--- src/rtl/constraint_sample_sched.sv ---
// constraint_sample_sched: drives pseudo-random candidates into a constraint
// checker, samples its verdict after a fixed latency, and streams satisfying
// candidates out until the target count, the attempt budget or an abort ends
// the run.
module constraint_sample_sched #(
  parameter int CAND_W  = 185,
  parameter int WORD_W  = 32,
  parameter int CHK_LAT = 1,
  parameter int CNT_W   = 16
) (
  input  logic              clk,
  input  logic              rst,
  input  logic              start,
  input  logic              abort,
  input  logic [31:0]       seed,
  input  logic [CNT_W-1:0]  target,
  input  logic [31:0]       max_tries,
  output logic [CAND_W-1:0] cand_o,
  input  logic              chk_x,
  output logic              out_valid,
  input  logic              out_ready,
  output logic [CAND_W-1:0] out_data,
  output logic              busy,
  output logic              done,
  output logic              timeout,
  output logic [CNT_W-1:0]  found_cnt,
  output logic [31:0]       tries_cnt
);

  localparam int NW = (CAND_W + WORD_W - 1) / WORD_W;
  localparam int FW = (NW > 1) ? $clog2(NW) : 1;
  localparam int EW = (CHK_LAT > 0) ? $clog2(CHK_LAT + 1) : 1;

  typedef enum logic [2:0] {IDLE, FILL, EVAL, EMIT, DONE} state_t;

  // xorshift32 step: shifts 13, 17, 5
  function automatic logic [31:0] xs32(input logic [31:0] s);
    logic [31:0] t;
    t = s ^ (s << 13);
    t = t ^ (t >> 17);
    t = t ^ (t << 5);
    return t;
  endfunction

  state_t                     state, state_d;
  logic [31:0]                lfsr;
  logic [31:0]                lfsr_nx;
  logic [CAND_W+31:0]         shifted;
  logic [FW-1:0]              fill_cnt;
  logic [EW-1:0]              eval_cnt;
  logic                       fill_last, eval_last;
  logic                       run_init, gen_step, sample, handshake;
  logic                       set_timeout, abort_take;
  logic [31:0]                tries_nx;
  logic [CNT_W-1:0]           found_nx;
  logic                       budget_now, budget_nx;

  assign lfsr_nx    = xs32(lfsr);
  assign shifted    = {cand_o, lfsr_nx};
  assign fill_last  = (fill_cnt == FW'(NW - 1));
  assign eval_last  = (eval_cnt == EW'(CHK_LAT));
  assign tries_nx   = (tries_cnt == 32'hFFFF_FFFF) ? tries_cnt : tries_cnt + 32'd1;
  assign found_nx   = found_cnt + CNT_W'(1);
  assign budget_now = (max_tries != 32'd0) && (tries_cnt == max_tries);
  assign budget_nx  = (max_tries != 32'd0) && (tries_nx == max_tries);
  // The candidate register only moves in FILL, so it doubles as the solution.
  assign out_data   = cand_o;

  // Next-state and per-cycle control strobes
  always_comb begin
    state_d     = state;
    run_init    = 1'b0;
    gen_step    = 1'b0;
    sample      = 1'b0;
    handshake   = 1'b0;
    set_timeout = 1'b0;
    abort_take  = 1'b0;
    case (state)
      IDLE, DONE: begin
        if ((state == DONE) && abort) begin
          abort_take = 1'b1;
          state_d    = IDLE;
        end else if (start) begin
          run_init = 1'b1;
          state_d  = (target == '0) ? DONE : FILL;
        end else begin
          state_d = state;
        end
      end
      FILL: begin
        if (abort) begin
          abort_take = 1'b1;
          state_d    = IDLE;
        end else begin
          gen_step = 1'b1;
          state_d  = fill_last ? EVAL : FILL;
        end
      end
      EVAL: begin
        if (abort) begin
          abort_take = 1'b1;
          state_d    = IDLE;
        end else if (eval_last) begin
          sample = 1'b1;
          if (chk_x) begin
            state_d = EMIT;
          end else if (budget_nx) begin
            set_timeout = 1'b1;
            state_d     = DONE;
          end else begin
            state_d = FILL;
          end
        end else begin
          state_d = EVAL;
        end
      end
      EMIT: begin
        if (abort) begin
          abort_take = 1'b1;
          state_d    = IDLE;
        end else if (out_ready) begin
          handshake = 1'b1;
          if (found_nx == target) begin
            state_d = DONE;
          end else if (budget_now) begin
            set_timeout = 1'b1;
            state_d     = DONE;
          end else begin
            state_d = FILL;
          end
        end else begin
          state_d = EMIT;
        end
      end
      default: state_d = IDLE;
    endcase
  end

  // State register and state-derived status flags
  always_ff @(posedge clk or posedge rst) begin
    if (rst) begin
      state     <= IDLE;
      busy      <= 1'b0;
      done      <= 1'b0;
      out_valid <= 1'b0;
    end else begin
      state     <= state_d;
      busy      <= (state_d == FILL) || (state_d == EVAL) || (state_d == EMIT);
      done      <= (state_d == DONE);
      out_valid <= (state_d == EMIT);
    end
  end

  // Generator state and candidate shift register
  always_ff @(posedge clk or posedge rst) begin
    if (rst) begin
      lfsr   <= 32'h1;
      cand_o <= '0;
    end else if (run_init) begin
      lfsr <= (seed == 32'd0) ? 32'h1 : seed;
    end else if (gen_step) begin
      lfsr   <= lfsr_nx;
      cand_o <= shifted[CAND_W-1:0];
    end
  end

  // FILL word counter and EVAL latency counter
  always_ff @(posedge clk or posedge rst) begin
    if (rst) begin
      fill_cnt <= '0;
      eval_cnt <= '0;
    end else begin
      fill_cnt <= (gen_step && !fill_last) ? fill_cnt + FW'(1) : '0;
      eval_cnt <= ((state == EVAL) && !abort && !eval_last) ? eval_cnt + EW'(1) : '0;
    end
  end

  // Per-run solution/attempt counters and budget-exhaustion flag
  always_ff @(posedge clk or posedge rst) begin
    if (rst) begin
      found_cnt <= '0;
      tries_cnt <= 32'd0;
      timeout   <= 1'b0;
    end else if (run_init) begin
      found_cnt <= '0;
      tries_cnt <= 32'd0;
      timeout   <= 1'b0;
    end else begin
      if (sample)    tries_cnt <= tries_nx;
      if (handshake) found_cnt <= found_nx;
      if (set_timeout)     timeout <= 1'b1;
      else if (abort_take) timeout <= 1'b0;
    end
  end

endmodule

--- config.mk ---
export PLATFORM = sky130hd
export DESIGN_NAME = constraint_sample_sched
export DESIGN_NICKNAME = d
export VERILOG_FILES = /design/src/rtl/constraint_sample_sched.sv
export SDC_FILE = /design/constraint.sdc
export NUM_CORES = 1
export LEC_CHECK = 0
export ABC_AREA = 1
export CORE_AREA = 2 2 198 200
export CTS_BUF_LIST = sky130_fd_sc_hd__clkbuf_4 sky130_fd_sc_hd__clkbuf_8
export CTS_CLUSTER_DIAMETER = 60
export DETAILED_ROUTE_END_ITERATION = 8
export DIE_AREA = 0 0 200 202
export PLACE_DENSITY = 0.71
export RECOVER_POWER = 100
export SLEW_MARGIN = 20
export SYNTH_ARGS = -nofsm -noshare
export SYNTH_HDL_FRONTEND = slang
export SYNTH_SLANG_ARGS = --single-unit
--- constraint.sdc ---
create_clock -name clk -period 7.95 [get_ports clk]
set_input_delay 0.795 -clock clk [delete_from_list [all_inputs] [get_ports clk]]
set_output_delay 0.795 -clock clk [all_outputs]
set_load 0.1 [all_outputs]
==> impl_metrics.yaml <==
run_status:
  status: "finished with violations"
  failed_checks: "capacitance limit, slew limit"
yosys:
  synth_edf_count: 0
  synth_area_sq_um: 15300
  ys_ff_latch: 276
  avgSynthCellArea_sq_um: 7.86
  synth_largest_area_cell: "dfrtp_1"
  syn-num-nets: 2033
  synthCells: 1943
  synth.yosys.warnings: 0
  seq_area_frac_synth_pct: 45.2
  synth_top_cell_area_share_pct: 45.1
  ys_top_cells_by_count: "581 x nand2_1, 275 x dfrtp_1, 185 x buf_4, 169 x inv_1, 159 x o21ai_0"
  synth_cell_types: 39
  ys.flop_type: "dfrtp_1"
  post-synth-top-count-cell: "nand2_1"
  synth_area_leaders: "dfrtp_1 45%, nand2_1 14%, buf_4 9.1%, o21ai_0 5.2%, xor2_1 5.2%"
  synth-async-reset-ratio_pct: 100
layout:
  fill_cells: 3609
  drive_gt1_share_pct: 5.35
  stdcell_area_sq_um: 20500
  final_nets: 2352
  areaGrowthSynthToFinish_pct: 34.1
setup_path:
  reg2reg_to: "cand_o[86]"
  crit_slowest_cell: "clkinvlp_2"
  end_kind: "flop"
  reg2reg_slack_ns: 3.50
  r2r-start: "state[2]"
  crit_required_ns: 8.36
  max_stage_delay_ns: 1.80
  reg2reg_depth: 6
  criticalPathCategory: "input port to flop"
  arrival_ns: 5.32
  critPathLaunchType: "input port"
  crit_chain: "dlygate4sd3_1 > inv_1 > nand3_4 > clkinvlp_2 > buf_4 > nand2_1 > o21ai_0"
  worstPathMaxFanout: 110
sta:
  finalSetupTns_ns: 0
  clock_skew_ns: 0.0292
  final-max-slew-violation-count: 355
  layout_min_cycle_time_ns: 4.91
  hold_viol: 0
  setup_viol: 0
  slew-limit-headroom_pct: -178
  worst_pin_slew_ns: 4.16
  max_freq_mhz: 204
  rsz0062_at_grt: "false"
  finalCritPeriodShare_pct: 61.8
hold_path:
  holdPathStages: 1
  hold_path_class: "flop to flop"
  min_to: "eval_cnt"
  worstHoldStart: "eval_cnt"
die:
  die_h_um: 202
  core_sq_um: 38300
  die_w_um: 200
  rows: 72
  io_pins: 508
  start_util_pct: 39.9
  dieArea_sq_um: 40400
drt:
  drc: 0
  post_drt_via_cell_ratio: 4.98
  ant_nets: 0
  wire_per_inst_um: 19.5
  first_iter_violations: 941
  vias: 14060
  drt-pass1-iter-count: 5
  routed_wl_um: 54900
cts:
  htreeDepth: 2
  clkTransAtPathRegs_ns: 0.06
  cts_tree: "done"
  clk_latency_ns: 0.59
  root_buffer: "clkbuf_8"
  clockBufferDepth: 3
  cts_hold_buf: 0
  cts_buffers: 49
  clock-sinks: 276
  post_cts_buffers: 0
  post_cts_resized: 0
grt:
  antenna_found_initial: 11
  grt_pass1_vias: 13767
  grt.overflow.total: 0
  grt_max_degree: 163
  grt_use_total_pct: 26.7
  grt_first_pass_wirelength_um: 82100
job:
  max-cap-violations: 5
place:
  place.gp.congestion: 0.960
  port_buffers: 507
  placed_cell_area_sq_um: 19400
  place_hpwl_um: 42200
==> registers in the layout, summed over array words and instances (netlist names) <==
name / cells
cand_o: 185
lfsr: 32
tries_cnt: 32
found_cnt: 16
fill_cnt: 3
state: 3
busy: 1
done: 1
eval_cnt: 1
out_valid: 1
timeout: 1
==> kinds of logic (layout without fill, tap and decap cells) <==
family / Yosys count / in the layout / synth area share [%]
other cells: 0 / 6 / 0
buf+inv: 418 / 773 / 15.1
simple gates: 927 / 927 / 25.7
fa+ha+maj: 4 / 4 / 0.328
compound gates: 201 / 201 / 6.90
flops: 276 / 276 / 45.2
xor+xnor: 117 / 117 / 6.80
==> stage by stage <==
| stage | util [%] | hold slack (ns) | std cells | setup slack, ns |
|---|---|---|---|---|
| after floorplan | - | 0.403 | 1943 | 3.50 |
| after global placement | 50.7 | 0.416 | 2728 | 3.76 |
| after detailed placement | 50.8 | 0.432 | 2729 | 3.59 |
| after CTS | 53.6 | 0.449 | 2816 | 4.18 |
| after global routing | 53.4 | 0.488 | 2817 | 2.45 |
| final | 53.5 | 0.454 | 2822 | 3.04 |
==> worst max-delay path by stage <==
stage / depth (start not counted) / slack, ns / from / endpoint
global route: 3 / 2.45 / rst / cand_o[45]
detailed placement: 7 / 3.59 / abort / tries_cnt[27]
floorplan: 1 / 3.50 / rst / busy
CTS: 7 / 4.18 / abort / tries_cnt[27]
finish: 7 / 3.04 / abort / cand_o[86]
global placement: 7 / 3.76 / abort / tries_cnt[6]
==> worst max-delay path, delay by kind of cell <==
family                 cells  cell delay [ns]
and+or+nand+nor            2             0.75
AOI/OAI and AO/OA          1             0.11
buffers and inverters      4             3.50
==> placed cells by master, fill, tap and decap left out, types with 2 or more instances in the layout <==
master,Yosys,routed
nand3_1,101,101
dlygate4sd3_1,0,423
o22ai_1,17,17
nand4_1,26,26
xnor2_1,26,26
buf_4,185,3
xor2_1,90,90
nand3b_1,7,7
dfrtp_1,275,275
ha_1,4,4
clkbuf_8,0,65
nor2_2,7,6
a21oi_1,15,15
clkinvlp_4,0,3
clkbuf_1,52,3
nor4_1,20,20
nand3_2,4,3
o21ai_0,159,159
or2_2,5,5
diode_2,0,6
nor3b_1,5,5
clkbuf_4,0,14
o21a_1,5,5
nand2_2,7,7
nand2_1,581,581
nor3_1,21,21
nor2_4,4,2
clkinv_2,0,5
clkdlybuf4s50_1,0,83
nor2_1,135,138
inv_1,169,168
nand2_4,2,2
==> area by class of cell <==
cell class              instances  area [sq um]  area share (%)
multi-input cells            1249          6050            29.6
repair buffers                514          5120            25.0
diodes                          6          15.0          0.0734
clock buffers                  79          1000            4.88
flip-flops and latches        276          6910            33.8
clock inverters                 8          70.1           0.342
well taps                     518           648            3.17
inverters                     172           651            3.18
==> metal layers <==
layer  vias to the layer above  part of all wire [%]  track usage (%)
met1                      6689                    38             31.3
li1                       6635                     -                -
met5                         -                  0.11                0
met4                        10                   4.8             12.0
met2                       596                    49             46.0
met3                       130                   7.6             6.59
Power is left out: the tool's default activity adds up to more than one toggle a clock period on the data nets, which glitch-free logic cannot reach.
